<file path="src/rtl/adder_arb_pkg.sv">
// adder_arb_pkg: shared FSM state encoding and default operand width for adder_arbiter.
package adder_arb_pkg;
    localparam int ADDER_ARB_WIDTH = 32;
    localparam logic [0:0] ST_EMPTY = 1'b0;
    localparam logic [0:0] ST_FULL  = 1'b1;
endpackage

</file>
<file path="src/rtl/adder_arbiter_add.sv">
// adder_arbiter_add: combinational WIDTH-bit adder, carry out dropped.
module adder_arbiter_add
    import adder_arb_pkg::*;
#(
    parameter int WIDTH = ADDER_ARB_WIDTH
) (
    input  logic [WIDTH-1:0] a,
    input  logic [WIDTH-1:0] b,
    output logic [WIDTH-1:0] sum
);
    assign sum = a + b;
endmodule

</file>
<file path="src/rtl/adder_arbiter.sv">
// adder_arbiter: two-requester round-robin adder with a one-entry result register.
// Define ADDER_ARB_OVF_EN to register the signed-overflow flag on rsp_ovf; otherwise it is tied to 0.
module adder_arbiter
    import adder_arb_pkg::*;
#(
    parameter int WIDTH = ADDER_ARB_WIDTH,
    parameter int NREQ  = 2
) (
    input  logic                  clk,
    input  logic                  rst,
    input  logic [NREQ-1:0]       req_valid,
    input  logic [NREQ*WIDTH-1:0] req_a,
    input  logic [NREQ*WIDTH-1:0] req_b,
    output logic [NREQ-1:0]       req_ready,
    output logic                  rsp_valid,
    input  logic                  rsp_ready,
    output logic [WIDTH-1:0]      rsp_sum,
    output logic                  rsp_id,
    output logic                  rsp_ovf
);
    logic [0:0]       state_q, state_d;
    logic             last_q, last_d;
    logic             id_q, id_d;
    logic [WIDTH-1:0] sum_q, sum_d;
    logic [WIDTH-1:0] add_a, add_b, add_s;
    logic             gnt, accept;

    always_comb begin
        gnt       = (req_valid == 2'b11) ? ~last_q : req_valid[1];
        accept    = ~rst & (|req_valid) & ((state_q == ST_EMPTY) | rsp_ready);
        req_ready = accept ? (gnt ? 2'b10 : 2'b01) : 2'b00;
        add_a     = gnt ? req_a[WIDTH +: WIDTH] : req_a[0 +: WIDTH];
        add_b     = gnt ? req_b[WIDTH +: WIDTH] : req_b[0 +: WIDTH];
        state_d   = accept ? ST_FULL : (rsp_ready ? ST_EMPTY : state_q);
        last_d    = accept ? gnt : last_q;
        id_d      = accept ? gnt : id_q;
        sum_d     = accept ? add_s : sum_q;
    end

    adder_arbiter_add #(.WIDTH(WIDTH)) u_add (
        .a   (add_a),
        .b   (add_b),
        .sum (add_s)
    );

    // last_q resets to 1 so requester 0 wins the first contention
    always_ff @(posedge clk) begin
        if (rst) begin
            state_q <= ST_EMPTY;
            last_q  <= 1'b1;
            id_q    <= 1'b0;
            sum_q   <= '0;
        end else begin
            state_q <= state_d;
            last_q  <= last_d;
            id_q    <= id_d;
            sum_q   <= sum_d;
        end
    end

    assign rsp_valid = (state_q == ST_FULL);
    assign rsp_sum   = sum_q;
    assign rsp_id    = id_q;

`ifdef ADDER_ARB_OVF_EN
    logic ovf_q, ovf_d;

    always_comb begin
        ovf_d = accept ? ((add_a[WIDTH-1] == add_b[WIDTH-1]) && (add_s[WIDTH-1] != add_a[WIDTH-1])) : ovf_q;
    end

    always_ff @(posedge clk) begin
        if (rst) ovf_q <= 1'b0;
        else     ovf_q <= ovf_d;
    end

    assign rsp_ovf = ovf_q;
`else
    assign rsp_ovf = 1'b0;
`endif
endmodule

</file>
<file path="config.mk">
export PLATFORM = sky130hd
export DESIGN_NAME = adder_arbiter
export DESIGN_NICKNAME = d
export VERILOG_FILES = /design/src/rtl/adder_arb_pkg.sv /design/src/rtl/adder_arbiter_add.sv /design/src/rtl/adder_arbiter.sv
export SDC_FILE = /design/constraint.sdc
export NUM_CORES = 1
export LEC_CHECK = 0
export CAP_MARGIN = 40
export CORE_ASPECT_RATIO = 0.6
export CORE_MARGIN = 2
export CORE_UTILIZATION = 35
export CTS_CLUSTER_SIZE = 20
export DETAILED_ROUTE_END_ITERATION = 10
export PLACE_DENSITY = 0.73
export SETUP_SLACK_MARGIN = 0.5
export SLEW_MARGIN = 10
export SYNTH_ARGS = -nofsm -noshare
export SYNTH_HDL_FRONTEND = slang
export SYNTH_SLANG_ARGS = --single-unit
</file>
<file path="constraint.sdc">
create_clock -name clk -period 5.05 [get_ports clk]
set_input_delay 1.01 -clock clk [delete_from_list [all_inputs] [get_ports clk]]
set_output_delay 1.01 -clock clk [all_outputs]
set_load 0.005 [all_outputs]
</file>
Yosys cells after proc, flatten, opt, wreduce, memory -nomap -nowiden
Index checks and enable logic that the tools add are counted.

Register bits: 35. Bits of input ports: 133. Logic and storage cells: 21.

Add/subtract/negate cells: 1. Eq/ne operators: 1. Multiplexer cells: 7. Bitwise operators: 6. Reductions and logical operators: 2.

Operators with widths (count): two-way mux 32 bit (2); adder 32 bit (1); two-way mux 2 bit (2); two-way mux 1 bit (3); NOT 1 bit (3); bitwise AND 1 bit (2); == test 2 bit (second input constant) (1); nonzero test 2 bit (1); OR reduction 2 bit (1); bitwise OR 1 bit (1).

Depth between registers and ports, before layout
Gate-level depths: netlist (run 1).

Depth in word-level cells: 4. Gate-level depth with buffers: 13. Mapped depth without buffers: 11.

Hierarchy
Synthesis (run 1) repeated with hierarchy kept, for this count alone.

Cells, all modules: 470. Area, all modules: 4172.8 sq um.

By module, submodules not included: adder_arbiter (instances 1, cells each 234, area an instance 2459.9 sq um, sequential area each 700.7 sq um); adder_arbiter_add (instances 1, cells each 236, area an instance 1712.9 sq um, sequential area each 0.0 sq um).

Least setup slack after synthesis (run 1)
OpenSTA, ideal clock, no wires.

Kind: input to register. Start point: input port req_valid[1]. End point: register sum_q[14] (netlist: rsp_sum[14]). Library setup time: 0.070 ns. Data arrival time: 4.422 ns. Slack: 0.558 ns. Stages: 13. Path buffers: 2. Cells stage by stage: a21boi_0 > clkbuf_1 > clkbuf_1 > mux2_2 > ha_1 > fa_1 > a21o_1 > a221oi_2 > o41a_4 > a31oi_4 > and2_4 > or3_1 > a21oi_1.

Word-level cells in the longest chain between the ends: 4. Elaborated cells between the ends (all ways): 8.

Ends and longest elaborated chain: start, declared (RTL line adder_arbiter.sv:11) `input logic [NREQ-1:0] req_valid,`; == test 2 bit (RTL line adder_arbiter.sv:29) `gnt = (req_valid == 2'b11) ? ~last_q : req_valid[1];`; two-way mux 1 bit (RTL line adder_arbiter.sv:29); two-way mux 32 bit, on equally long branches (RTL line adder_arbiter.sv:32, adder_arbiter.sv:33); adder 32 bit (RTL line adder_arbiter_add.sv:11) `assign sum = a + b;`; end signal, assigned (RTL line adder_arbiter.sv:57) `sum_q <= sum_d;`; end, declared (RTL line adder_arbiter.sv:24) `logic [WIDTH-1:0] sum_q, sum_d;`.

Parallel ways exist; a longest one is shown, timed or not. A chain may end at the register's enable or synchronous reset.

Worst setup path in the final report (run 1)
Start point: input port req_valid[1]. End point: register sum_q[20] (netlist: rsp_sum[20]).

The elaborated chain is that of the path after synthesis.

==> flow_results.org, run 1 <==
** Clock network
- Buffers inserted to repair hold after CTS numbered 0.
- Clock-pin slew was measured on the worst setup and hold paths at about 0.06 ns.
- CTS tree :: done
- The H-tree was split into 2 levels.
- Num Clock Sinks :: 35
- The clock reaches the later pin of the worst-skew pair after 0.28 ns.
- Counting along the longest clock path gives a buffer depth of 2.
- Number of buffers created by CTS :: 5
- The tree is rooted in a sky130_fd_sc_hd__clkbuf_16.

** Placement
- Summing all placed instances gives a cell area of 0.005645 sq mm.
- Once detailed placement completed, the half-perimeter wirelength came to about 10000 um.
- Routability-driven placement finished with a final weighted congestion of between 0.8 and 0.9.
- The number of placed instances, taps included, is roughly 770.
- Post-placement worst setup slack :: approximately 0.32 ns
- Port buffering added around 170 buffers.

** Power and ir drop
- Registers are responsible for about a quarter of the overall power.
- Internal power contribution :: between 0.9 and 1 mW
- For this design the total switching power over the nets is 0.5540 mW.
- The design draws 1.482 mW.
- Combinational cells account for a little under three fifths of the total power.
- In this run the power density over the cells is ~250 mW/mm^2.
- Power share of the clock group :: a little over a fifth
- Maximum resistive drop on vdd :: between 0.1 and 0.15 mV
- The analysis attributes to cell leakage a power of 2.278 nW.
- Of the total power, the share spent switching nets is ~37%.

** Logic synthesis
- After synthesis, the share of flip-flops with an asynchronous set or reset is 0%.
- The number of nets handed over by synthesis was 640.
- The average instance in the mapped netlist occupies ~8.0 sq um.
- Flop and latch count out of synthesis :: 35
- Sequential fraction of the synthesis area :: ~18%
- Netlist area before placement :: 0.003797 sq mm
- The number of different library cells used by synthesis comes to slightly above 60.
- Number of enable flip-flop cells after synthesis :: 0
- Synthesis produced a netlist whose cell count is 475.
- Yosys Warn Count :: 0
- Main flop type after synthesis :: sky130_fd_sc_hd__dfxtp_1

** STA
- For the pin with the worst max-slew slack, the measured transition is 0.8512 ns.
- The number of max-slew violations in the final report was 0.
- Final hold violation count :: 0
- Worst hold margin :: 0.4526 ns
- Headroom to the max-slew limit :: between 40% and 50%
- Post-route setup slack :: between 0.6 and 0.7 ns
- Setup tns final :: 0 ns
- Unrepaired setup endpoints after global routing :: true
- After layout, the worst path uses roughly nine tenths of the clock period.
- Setup violation total in the final timing report :: 0
- Subtracting the final worst setup slack from the clock period gives between 4 and 5 ns.
- Final clock skew :: ~0.0053 ns
- Maximum frequency from static timing analysis :: ~220 MHz

** Routing
- Drt pass-1 iters :: 5
- Remaining routing DRC violations :: 0
- Final wirelength :: roughly 13000 um
- In the final routed layout, each cell accounts on average for between 15 and 20 um.
- Iteration-0 DRC Markers :: between 300 and 400
- Average via count per standard cell :: approximately 5.5
- The detailed router placed ~4300 vias in this run.
- Number of antenna-violating nets in the routed design :: 0

** Final layout
- Leaving out fill and tap cells, the most frequent cell in the layout is sky130_fd_sc_hd__clkdlybuf4s50_1.
- Relative to the synthesized area, the layout overhead comes to 54.83%.
- Layout cells sized above 1 :: between 10% and 20%
- Number of fillers in the final layout :: roughly 980
- Non-filler cells, final :: slightly below 800
- At the end of the flow the core is filled with cells to between 50% and 60%.
- Most frequent cells in the layout :: 168 x sky130_fd_sc_hd__clkdlybuf4s50_1, 63 x sky130_fd_sc_hd__mux2_2, 57 x sky130_fd_sc_hd__nand2_1
- Post-layout nets :: roughly 810
- Antenna Diode Count :: 0
- With fillers left out, the area of the finished cells amounts to around 0.006 sq mm.

** Job
- Max-cap violations in this run came to 0.

** Setup path
- In this run the worst path has a maximum fanout of 4.
- The endpoint identified for the worst register-to-register timing path is rsp_sum[20].
- Setup slack on the worst reg-to-reg path comes out at around 1.6 ns.
- The critical path in this run is classified as in2reg.
- The critical path starts at req_valid[1].
- Data on the critical path is required at its endpoint by 5.21 ns.
- The worst register-to-register path begins at last_q.
- Type of origin of the critical path :: input pin
- The number of cells on the worst reg-to-reg path is 13.
- Endpoint arrival time on the critical path :: 4.61 ns
- Worst setup EP type :: flop
- The most critical setup path has its endpoint at rsp_sum[20].

** Global route
- Entering global routing, the biggest net connects slightly above 40 pins.
- After global routing the overflow that remains totals 0.
- Antenna violations before repair :: 0
- The via count of the first global-routing pass was 4098.
- The first global-routing pass estimated 20790 um of wire.
- GR Util All Layers :: about 22%

** Floorplan
- Row generation in the floorplan step produced 29 rows.
- Overall die width :: 138.5 um
- Std-Cell Core Area :: 0.01056 sq mm
- Number of ports placed on the die boundary :: 170
- Measured along the y axis, the die boundary spans 84.69 um.
- The die covers about 0.012 sq mm.
- Starting Density :: between 30 and 40%

** Hold path
- HP Class :: reg2reg

** Run status
- Run status :: finished, final reports clean
## kinds of logic after synthesis
group                    synth area share [%]
AND/OR/NAND/NOR                         18.98
AO/OA/AOI/OAI                           25.37
multiplexers                            18.68
flip-flops                              18.45
adder cells (fa/ha/maj)                 10.74
buffers and inverters                   3.295
XOR/XNOR                                4.382
other                                 0.09875
## cells in the mapped netlist, types with 2 or more instances
| cell type | number | share of area [%] |
|---|---|---|
| sky130_fd_sc_hd__mux2_2 | 63 | 19 |
| sky130_fd_sc_hd__nand2_1 | 57 | 5.6 |
| sky130_fd_sc_hd__a21oi_1 | 47 | 6.2 |
| sky130_fd_sc_hd__dfxtp_1 | 35 | 18 |
| sky130_fd_sc_hd__nor2_1 | 35 | 3.5 |
| sky130_fd_sc_hd__ha_1 | 31 | 10 |
| sky130_fd_sc_hd__o21ai_0 | 29 | 3.8 |
| sky130_fd_sc_hd__clkbuf_1 | 17 | 1.7 |
| sky130_fd_sc_hd__a21o_1 | 15 | 3.0 |
| sky130_fd_sc_hd__nand3_1 | 14 | 1.8 |
| sky130_fd_sc_hd__nor3_1 | 11 | 1.4 |
| sky130_fd_sc_hd__xnor2_1 | 10 | 2.3 |
| sky130_fd_sc_hd__xor2_1 | 9 | 2.1 |
| sky130_fd_sc_hd__a211oi_1 | 6 | 1.2 |
| sky130_fd_sc_hd__inv_1 | 6 | 0.59 |
| sky130_fd_sc_hd__nand3b_1 | 6 | 1.2 |
| sky130_fd_sc_hd__nand4_1 | 6 | 0.99 |
| sky130_fd_sc_hd__or3_1 | 6 | 0.99 |
| sky130_fd_sc_hd__o21a_1 | 5 | 0.99 |
| sky130_fd_sc_hd__and3_1 | 4 | 0.66 |
| sky130_fd_sc_hd__buf_2 | 4 | 0.53 |
| sky130_fd_sc_hd__o21bai_1 | 4 | 0.79 |
| sky130_fd_sc_hd__and2_1 | 3 | 0.49 |
| sky130_fd_sc_hd__nor2b_1 | 3 | 0.49 |
| sky130_fd_sc_hd__o211ai_1 | 3 | 0.59 |
| sky130_fd_sc_hd__o21ai_1 | 3 | 0.40 |
| sky130_fd_sc_hd__a211o_1 | 2 | 0.46 |
| sky130_fd_sc_hd__a221oi_1 | 2 | 0.46 |
| sky130_fd_sc_hd__a31oi_1 | 2 | 0.33 |
| sky130_fd_sc_hd__a32o_1 | 2 | 0.53 |
| sky130_fd_sc_hd__nand2b_1 | 2 | 0.33 |
| sky130_fd_sc_hd__o2111ai_1 | 2 | 0.46 |
| sky130_fd_sc_hd__or4_1 | 2 | 0.40 |
## registers in the layout, summed over array words and instances (netlist names)
| name | count |
|---|---|
| rsp_valid | 1 |
| rsp_sum | 32 |
| rsp_id | 1 |
| last_q | 1 |
## power by group through the flow
stage                     combinational [mW]  sequential (mW)  clock [mW]
after detailed placement               0.784            0.360           0
after global routing                   0.889            0.360       0.326
after CTS                              0.790            0.354       0.318
final                                  0.815            0.354       0.312
after global placement                 0.771            0.359           0
after floorplan                        0.454            0.359           0
## timing repair
action                                  4_1_cts  5_1_grt
resized for setup                             0        4
endpoints found under the hold margin         0        0
endpoints found under the setup margin        0       10
setup buffers                                 0        4
## per-layer routing
metal / vias to the layer above / GRT usage (%) / routed length, um
li1: 2098 / - / -
met1: 1975 / 32.21 / 6584
met2: 183 / 32.72 / 5526
met3: 10 / 5.647 / 1126
met4: 0 / 3.247 / 74
met5: - / 0 / 0
## worst min path at each step
stage / from / to / slack [ns] / cells after the start
6_report: rsp_sum[12] / rsp_sum[12] / 0.45 / 2
5_1_grt: rsp_sum[3] / rsp_sum[3] / 0.48 / 2
4_1_cts: rsp_sum[3] / rsp_sum[3] / 0.45 / 2
3_5_place_dp: rsp_sum[3] / rsp_sum[3] / 0.44 / 2
3_3_place_gp: rsp_sum[26] / rsp_sum[26] / 0.44 / 2
2_1_floorplan: last_q / last_q / 0.43 / 1
## cell type report
| cell class | instances | area, sq um | share of cell area [%] |
|---|---|---|---|
| Clock buffer | 6 | 128.9 | 2.192 |
| Clock inverter | 2 | 12.51 | 0.2128 |
| Inverter | 6 | 22.52 | 0.3831 |
| Multi-Input combinational cell | 411 | 3008 | 51.16 |
| Sequential cell | 35 | 700.7 | 11.92 |
| Tap cell | 139 | 173.9 | 2.958 |
| Timing Repair Buffer | 182 | 1833 | 31.18 |
## worst max-delay path, stage by stage
cell,delay (ns)
sky130_fd_sc_hd__clkdlybuf4s50_1,0.55
sky130_fd_sc_hd__a21boi_4,0.32
sky130_fd_sc_hd__buf_4,0.17
sky130_fd_sc_hd__mux2_2,0.33
sky130_fd_sc_hd__ha_1,0.23
sky130_fd_sc_hd__fa_1,0.40
sky130_fd_sc_hd__a21o_1,0.24
sky130_fd_sc_hd__a221oi_4,0.33
sky130_fd_sc_hd__o41a_4,0.24
sky130_fd_sc_hd__o211ai_1,0.14
sky130_fd_sc_hd__buf_4,0.18
sky130_fd_sc_hd__nor2_1,0.14
sky130_fd_sc_hd__xor2_1,0.23
sky130_fd_sc_hd__o21ai_0,0.10
(Power assumes the default switching activity.)
==> run 2: changes to the inputs <==
--- a/config.mk
+++ b/config.mk
@@ -6,7 +6,7 @@
 export NUM_CORES = 1
 export LEC_CHECK = 0
 export CAP_MARGIN = 40
-export CORE_ASPECT_RATIO = 0.6
+export CORE_ASPECT_RATIO = 1.25
 export CORE_MARGIN = 2
 export CORE_UTILIZATION = 35
 export CTS_CLUSTER_SIZE = 20
==> constraint.sdc (replaced) <==
create_clock -name clk -period 5.3 [get_ports clk]
set_input_delay 1.06 -clock clk [delete_from_list [all_inputs] [get_ports clk]]
set_output_delay 1.06 -clock clk [all_outputs]
set_load 0.005 [all_outputs]
==> run 2 against run 1 <==
  * Combinational power shrank 9.2%
  * Global-route usage is 1.6 points lower
  * Total power shrank 6.2%
  * Die area is 0.19% lower
==> flow_results.org, run 2 (synthesized netlist as in run 1, its figures left out) <==
** Routing
- The average routed wire per standard cell is 15.84 um (was 17.04 um).
- The total routed wirelength was 12150 um (was 13310 um).
- Iteration-0 DRC Markers :: 142 (was 319)
- Drt pass-1 iters :: 5 (unchanged)
- Number of antenna-violating nets in the routed design :: 0 (unchanged)
- The number of DRC violations after detailed routing came to 0 (unchanged).
- The ratio of routed vias to standard cells was 5.523 (was 5.462).
- The number of vias after detailed routing came to 4236 (was 4266).

** STA
- Post-route setup slack :: 0.8039 ns (was 0.6050 ns)
- Final worst path period need :: 4.496 ns
- Setup violation total in the final timing report :: 0 (unchanged)
- The final worst clock skew is 0.004978 ns (was 0.005301 ns).
- The worst hold slack came to 0.4486 ns (was 0.4526 ns).
- Headroom to the max-slew limit :: 50.15% (was 43.05%)
- Final hold violation count :: 0 (unchanged)
- The worst path uses approximately 85% of the clock period.
- The final sum of negative setup slack came to 0 ns (unchanged).
- Unrepaired setup endpoints after global routing :: false (was true)
- Timing would allow up to about 220 MHz.
- The number of max-slew violations in the final report is 0 (unchanged).
- The transition time of the tightest slew-check pin was 0.7450 ns (was 0.8512 ns).

** Floorplan
- Std-Cell Core Area :: 0.01056 sq mm (about the same)
- Number of ports placed on the die boundary :: 170 (unchanged)
- Starting Density :: 35.95% (was 35.96%)
- The vertical die dimension is 120.5 um (was 84.69 um).
- # rows :: 42 (was 29)
- Overall die width :: 97.17 um (was 138.5 um)
- The die footprint came to 0.01170 sq mm (was 0.01173 sq mm).

** Setup path
- Type of the worst setup path :: in2reg (unchanged)
- Largest fanout on the critical path :: 38 (was 4)
- Endpoint arrival time on the critical path :: 4.71 ns (was 4.61 ns)
- The required time at the worst-slack endpoint was 5.51 ns (was 5.21 ns).
- The critical path launch point type is an input pin (unchanged).
- The nature of the critical path endpoint is a flop (unchanged).

** Power and ir drop
- Maximum resistive drop on vdd :: 0.1739 mV (was 0.1490 mV)
- Final total power :: 1.390 mW (was 1.482 mW)
- Standby leakage power :: 2.238 nW (was 2.278 nW)
- The power density over the cells was 240.5 mW/mm^2 (was 252.1 mW/mm^2).

** Global route
- Antenna violations before repair :: 0 (unchanged)
- The total grt overflow was 0 (unchanged).
- The via count of the first global-routing pass came to 4372 (was 4098).
- First-pass GRT wire length :: 19910 um (was 20790 um)
- The total routing usage reported by global routing was 20.30% (was 21.89%).
- Largest net degree at the start of global routing :: 39 (was 41)

** Clock network
- Num Clock Sinks :: 35 (unchanged)
- The clock tree root buffer cell is sky130_fd_sc_hd__clkbuf_16 (unchanged).
- CTS Hold Buffers Added :: 0 (unchanged)
- Post-cts resize count :: 0 (unchanged)
- Number of buffers created by CTS :: 5 (unchanged)
- Clock transition at the registers of the reported paths :: 0.06 ns (about the same)
- Total number of H-tree levels :: 2 (unchanged)
- The number of buffers inserted by post-CTS setup repair came to 0 (unchanged).
- The later-pin clock latency in the skew report was 0.28 ns (about the same).
- The maximum buffer depth of the clock tree was 2 (unchanged).
- The CTS tree was done (unchanged).

** Final layout
- Layout Area Growth over Synthesis :: 52.16% (was 54.83%)
- Layout cells sized above 1 :: 14.17% (was 15.26%)
- The number of flip-flops under the largest register name came to 32 (unchanged).
- Most frequent cells in the layout :: 168 x sky130_fd_sc_hd__clkdlybuf4s50_1, 63 x sky130_fd_sc_hd__mux2_2, 57 x sky130_fd_sc_hd__nand2_1 (unchanged)
- The number of nets in the layout came to 799 (was 806).
- Antenna Diode Count :: 0 (unchanged)
- The most common cell after layout, fill and taps aside was sky130_fd_sc_hd__clkdlybuf4s50_1 (unchanged).
- The final instance area is 0.005778 sq mm (was 0.005879 sq mm).

** Hold path
- HP Class :: reg2reg (unchanged)

** Placement
- Placed wire-length estimate :: 9801 um (was 10400 um)
- The post-placement setup slack came to 0.5411 ns (was 0.3171 ns).
- Routability-driven placement congestion ratio :: 0.9265 (was 0.8888)
- The number of buffer cells added on primary ports came to 168 (unchanged).
- The standard cell area after detailed placement was 0.005622 sq mm (was 0.005645 sq mm).

** Run status
- Run status :: finished, final reports clean (unchanged)

** Job
- Maximum Capacitance Violations :: 0 (unchanged)
[run 2: changes by cell type in the layout (fill, tap and decap cells not counted), sizes merged]
cell | before | now
clkinv | 1 | 0
buf | 13 | 7
clkinvlp | 1 | 0
clkbuf | 7 | 8
[run 2: layout make-up]
type / instances / area, sq um
Multi-Input combinational cell: 411 / 2987
Timing Repair Buffer: 175 / 1747
Tap cell: 132 / 165.2
Inverter: 6 / 22.52
Clock buffer: 8 / 156.4
Sequential cell: 35 / 700.7
Fill cell: 992 / 4785
[run 2: worst max-delay path, stage by stage]
cell	delay (ns)
sky130_fd_sc_hd__clkdlybuf4s50_1	0.56
sky130_fd_sc_hd__a21boi_4	0.28
sky130_fd_sc_hd__buf_12	0.24
sky130_fd_sc_hd__mux2_2	0.40
sky130_fd_sc_hd__fa_1	0.46
sky130_fd_sc_hd__a21o_1	0.22
sky130_fd_sc_hd__a221oi_2	0.41
sky130_fd_sc_hd__o41a_4	0.25
sky130_fd_sc_hd__a31oi_4	0.12
sky130_fd_sc_hd__and2_4	0.21
sky130_fd_sc_hd__or3_1	0.33
sky130_fd_sc_hd__a21oi_1	0.15
[run 2: final timing paths]
kind / startpoint / slack (ns) / cells past startpoint / end
min reg2reg: rsp_sum[4] / 0.45 / 2 / rsp_sum[4]
max: req_valid[1] / 0.80 / 12 / rsp_sum[14]
max reg2reg: last_q / 1.87 / 11 / rsp_sum[14]
min: rsp_sum[4] / 0.45 / 2 / rsp_sum[4]
[run 2: where the power goes]
part / internal (mW) / switching, mW
Sequential: 0.310 / 0.0250
Combinational: 0.387 / 0.353
Clock: 0.200 / 0.114
[run 2: metal layers]
| layer | track usage, % | share of wire, % | up-vias |
|---|---|---|---|
| li1 | - | - | 2076 |
| met3 | 3.526 | 6.8 | 30 |
| met5 | 0 | 0 | - |
| met1 | 22.28 | 39 | 1959 |
| met2 | 38.15 | 51 | 171 |
| met4 | 8.715 | 3.0 | 0 |
[run 2: per-stage QoR]
| stage | utilization [%] | cells |
|---|---|---|
| 6_report | 54.70 | 767 |
| 2_1_floorplan | - | 475 |
| 4_1_cts | 54.70 | 767 |
| 3_3_place_gp | 53.22 | 759 |
| 5_1_grt | 54.70 | 767 |
| 3_5_place_dp | 53.22 | 759 |
==> run 3: changes to the inputs <==
--- a/config.mk
+++ b/config.mk
@@ -11,7 +11,7 @@
 export CORE_UTILIZATION = 35
 export CTS_CLUSTER_SIZE = 20
 export DETAILED_ROUTE_END_ITERATION = 10
-export PLACE_DENSITY = 0.73
+export PLACE_DENSITY = 0.76
 export SETUP_SLACK_MARGIN = 0.5
 export SLEW_MARGIN = 10
 export SYNTH_ARGS = -nofsm -noshare
==> constraint.sdc (replaced) <==
create_clock -name clk -period 3.9 [get_ports clk]
set_input_delay 0.78 -clock clk [delete_from_list [all_inputs] [get_ports clk]]
set_output_delay 0.78 -clock clk [all_outputs]
set_load 0.005 [all_outputs]
==> run 3 against run 2 <==
  * Sequential share of layout area down 1.6 points
  * Register-to-register slack worse by 1.2 ns
  * Total power up 56%
  * Global-route usage up 1.3 points
  * Flip-flop and latch count unchanged
  * Clock power up 52%
  * Sequential power up 37%
  * Critical endpoint unchanged
  * Largest cell class unchanged
  * Largest power group unchanged
==> flow_results.org, run 3 (synthesized netlist as in run 1, its figures left out) <==
** Routing
- Final wirelength :: 13220 um (was 12150 um)
- The first-pass iteration count of the detailed router is 4 (was 5).
- Remaining routing DRC violations :: 0 (unchanged)
- Iteration-0 DRC Markers :: 139 (was 142)
- Average via count per standard cell :: 5.357 (was 5.523)
- Via count of the routed design :: 4559 (was 4236)
- Routed wire per std cell :: 15.53 um (was 15.84 um)
- The number of routed nets with antenna violations is 0 (unchanged).

** Global route
- The initial antenna violation count came to 0 (unchanged).
- Number of global-route vias before repair :: 4669 (was 4372)
- First-pass GRT wire length :: 21220 um (was 19910 um)
- Largest net degree at the start of global routing :: 27 (was 39)
- The total routing usage reported by global routing is 21.60% (was 20.30%).
- Total global routing overflow :: 0 (unchanged)

** Placement
- The global placer's final weighted congestion came to 0.8895 (was 0.9265).
- Post-placement cell count :: 831 (was 759)
- The total half-perimeter wirelength after legalization and detailed placement came to 10530 um (was 9801 um).
- Number of I/O port buffers :: 168 (unchanged)
- The standard cell area after detailed placement is 0.006210 sq mm (was 0.005622 sq mm).

** Floorplan
- Starting Density :: 35.95% (unchanged)
- # rows :: 42 (unchanged)
- Number of ports placed on the die boundary :: 170 (unchanged)
- The vertical die dimension came to 120.5 um (unchanged).
- The area of the core was 0.01056 sq mm (unchanged).
- The die footprint was 0.01170 sq mm (unchanged).
- Overall die width :: 97.17 um (unchanged)

** Clock network
- The H-tree depth is 2 (unchanged).
- The register clock-pin slew on the reported worst setup and hold paths is 0.06 ns (about the same).
- CTS tree :: done (unchanged)
- Clock root buffer master :: sky130_fd_sc_hd__clkbuf_16 (unchanged)
- Worst-skew pair later-pin latency :: 0.28 ns (about the same)
- The maximum buffer depth of the clock tree is 2 (unchanged).
- The clock sink count is 35 (unchanged).
- The number of CTS-inserted buffers is 5 (unchanged).

** Setup path
- The kind of critical path is in2reg (unchanged).
- The critical path launch point type was an input pin (unchanged).
- Largest fanout on the critical path :: 8 (was 38)
- Cell mode on critical path :: sky130_fd_sc_hd__buf_6
- The required time at the worst-slack endpoint came to 4.12 ns (was 5.51 ns).
- Cell Chain, Critical Path: buf_6 -> a21boi_4 -> buf_6 -> buf_16 -> mux2_2 -> ha_1 -> a21o_1 -> a221oi_4 -> o41a_4 -> a31oi_4 -> buf_6 -> nor2_1 -> or3_1 -> a21oi_1 (was clkdlybuf4s50_1 -> a21boi_4 -> buf_12 -> mux2_2 -> fa_1 -> a21o_1 -> a221oi_2 -> o41a_4 -> a31oi_4 -> and2_4 -> or3_1 -> a21oi_1).
- Worst stage delay on the critical path :: 0.46 ns (was 0.56 ns)
- The nature of the critical path endpoint is a flop (unchanged).
- Endpoint arrival time on the critical path :: 3.67 ns (was 4.71 ns)
- Cell type of the slowest stage on the worst timing path :: sky130_fd_sc_hd__o41a_4 (was sky130_fd_sc_hd__clkdlybuf4s50_1)

** Run status
- Run status: finished, final reports clean (unchanged).

** Final layout
- Antenna Diode Count :: 0 (unchanged)
- Most common library cell in the layout ignoring fill and taps :: sky130_fd_sc_hd__clkdlybuf4s50_1 (unchanged)
- The final instance area is 0.006639 sq mm (was 0.005778 sq mm).
- Number of fillers in the final layout :: 895 (was 992)
- The signed area change from the synthesized netlist to the final layout was 74.83% (was 52.16%).
- Layout cells sized above 1 :: 26.98% (was 14.17%)
- The sequential cell area in the final layout came to 700.7 sq um (unchanged).
- Most frequent cells in the layout: 166 x sky130_fd_sc_hd__clkdlybuf4s50_1, 84 x sky130_fd_sc_hd__buf_4, 60 x sky130_fd_sc_hd__mux2_2 (was 168 x sky130_fd_sc_hd__clkdlybuf4s50_1, 63 x sky130_fd_sc_hd__mux2_2, 57 x sky130_fd_sc_hd__nand2_1).
- Area of combinational cells with multiple inputs :: 0.003141 sq mm (was 0.002987 sq mm)
- The number of nets in the layout came to 883 (was 799).
- Core Util, Final :: 62.85% (was 54.70%)
- The number of non-filler instances in the completed layout is 851 (was 767).
- Largest register FFs :: 32 (unchanged)

** STA
- Max-slew violation count :: 0 (unchanged)
- Final hold violation count :: 0 (unchanged)
- Maximum frequency from static timing analysis :: around 290 MHz
- Unrepaired setup endpoints after global routing :: true (was false)
- The worst hold slack is 0.4516 ns (was 0.4486 ns).
- Final clock skew :: 0.003720 ns (was 0.004978 ns)
- Setup violation total in the final timing report :: 0 (unchanged)
- Final period util :: about nine tenths
- The final sum of negative setup slack came to 0 ns (unchanged).
- The worst path in the final design needs a cycle of approximately 3.5 ns, including I/O delays and setup.
- The relative max-transition margin came to 48.99% (was 50.15%).
- Actual slew at the worst max-slew pin :: 0.7624 ns (was 0.7450 ns)

** Hold path
- HP Class :: reg2reg (unchanged)

** Power and ir drop
- Power density of the placed cells :: 326.8 mW/mm^2 (was 240.5 mW/mm^2)
- The standby leakage power is 2.692 nW (was 2.238 nW).
- Maximum resistive drop on vdd :: 0.1845 mV (was 0.1739 mV)

** Job
- The max-cap violation count was 0 (unchanged).
-- run 3: changes by cell type in the layout (fill, tap and decap cells not counted), moves of 5 or more --
cell / before / now
sky130_fd_sc_hd__o21ai_0: 29 / 24
sky130_fd_sc_hd__buf_4: 6 / 84
sky130_fd_sc_hd__ha_4: 0 / 6
sky130_fd_sc_hd__buf_6: 0 / 5
sky130_fd_sc_hd__ha_1: 31 / 25
sky130_fd_sc_hd__o21ai_1: 2 / 7
-- run 3: through the flow --
stage,power (mW),worst slack [ns]
floorplan,1.067,0.3416
global placement,1.593,-0.1577
detailed placement,1.620,-0.2356
CTS,2.129,0.4735
global route,2.300,0.3574
finish,2.170,0.4431
-- run 3: timing repair --
action,CTS,global route
setup endpoints to repair,24,17
setup buffers,8,3
hold buffers,0,0
resized for setup,17,22
pin swaps,10,16
gates cloned,1,0
-- run 3: worst paths after layout --
kind / from / endpoint / slack (ns) / cells after the start
worst max-delay path: req_valid[1] / rsp_sum[14] / 0.44 / 14
worst min-delay path: rsp_sum[5] / rsp_sum[5] / 0.45 / 2
worst max register to register: last_q / rsp_sum[14] / 0.67 / 13
worst min register to register: rsp_sum[5] / rsp_sum[5] / 0.45 / 2
-- run 3: power by group --
group | internal [mW] | switching [mW]
Clock | 0.318 | 0.158
Sequential | 0.422 | 0.0361
Combinational | 0.694 | 0.542
Total | 1.43 | 0.736
-- run 3: critical path: cells and delay by family --
kind,cells,cell delay [ns]
multiplexers,1,0.34
adder cells (fa/ha/maj),1,0.33
buffers and inverters,4,0.46
AO/OA/AOI/OAI,6,1.37
AND/OR/NAND/NOR,2,0.37
-- run 3: layer usage --
metal | routed length, um | track usage, % | up-vias
li1 | - | - | 2250
met1 | 5133 | 23.00 | 2115
met2 | 6959 | 42.06 | 167
met3 | 683 | 3.295 | 27
met4 | 441 | 8.715 | 0
met5 | 0 | 0 | -
-- run 3: final cells by class --
| class | instances | area share [%] |
|---|---|---|
| Clock buffer | 6 | 2.092 |
| Clock inverter | 2 | 0.5277 |
| Inverter | 6 | 0.3392 |
| Multi-Input combinational cell | 411 | 47.30 |
| Sequential cell | 35 | 10.55 |
| Tap cell | 132 | 2.488 |
| Timing Repair Buffer | 259 | 36.69 |
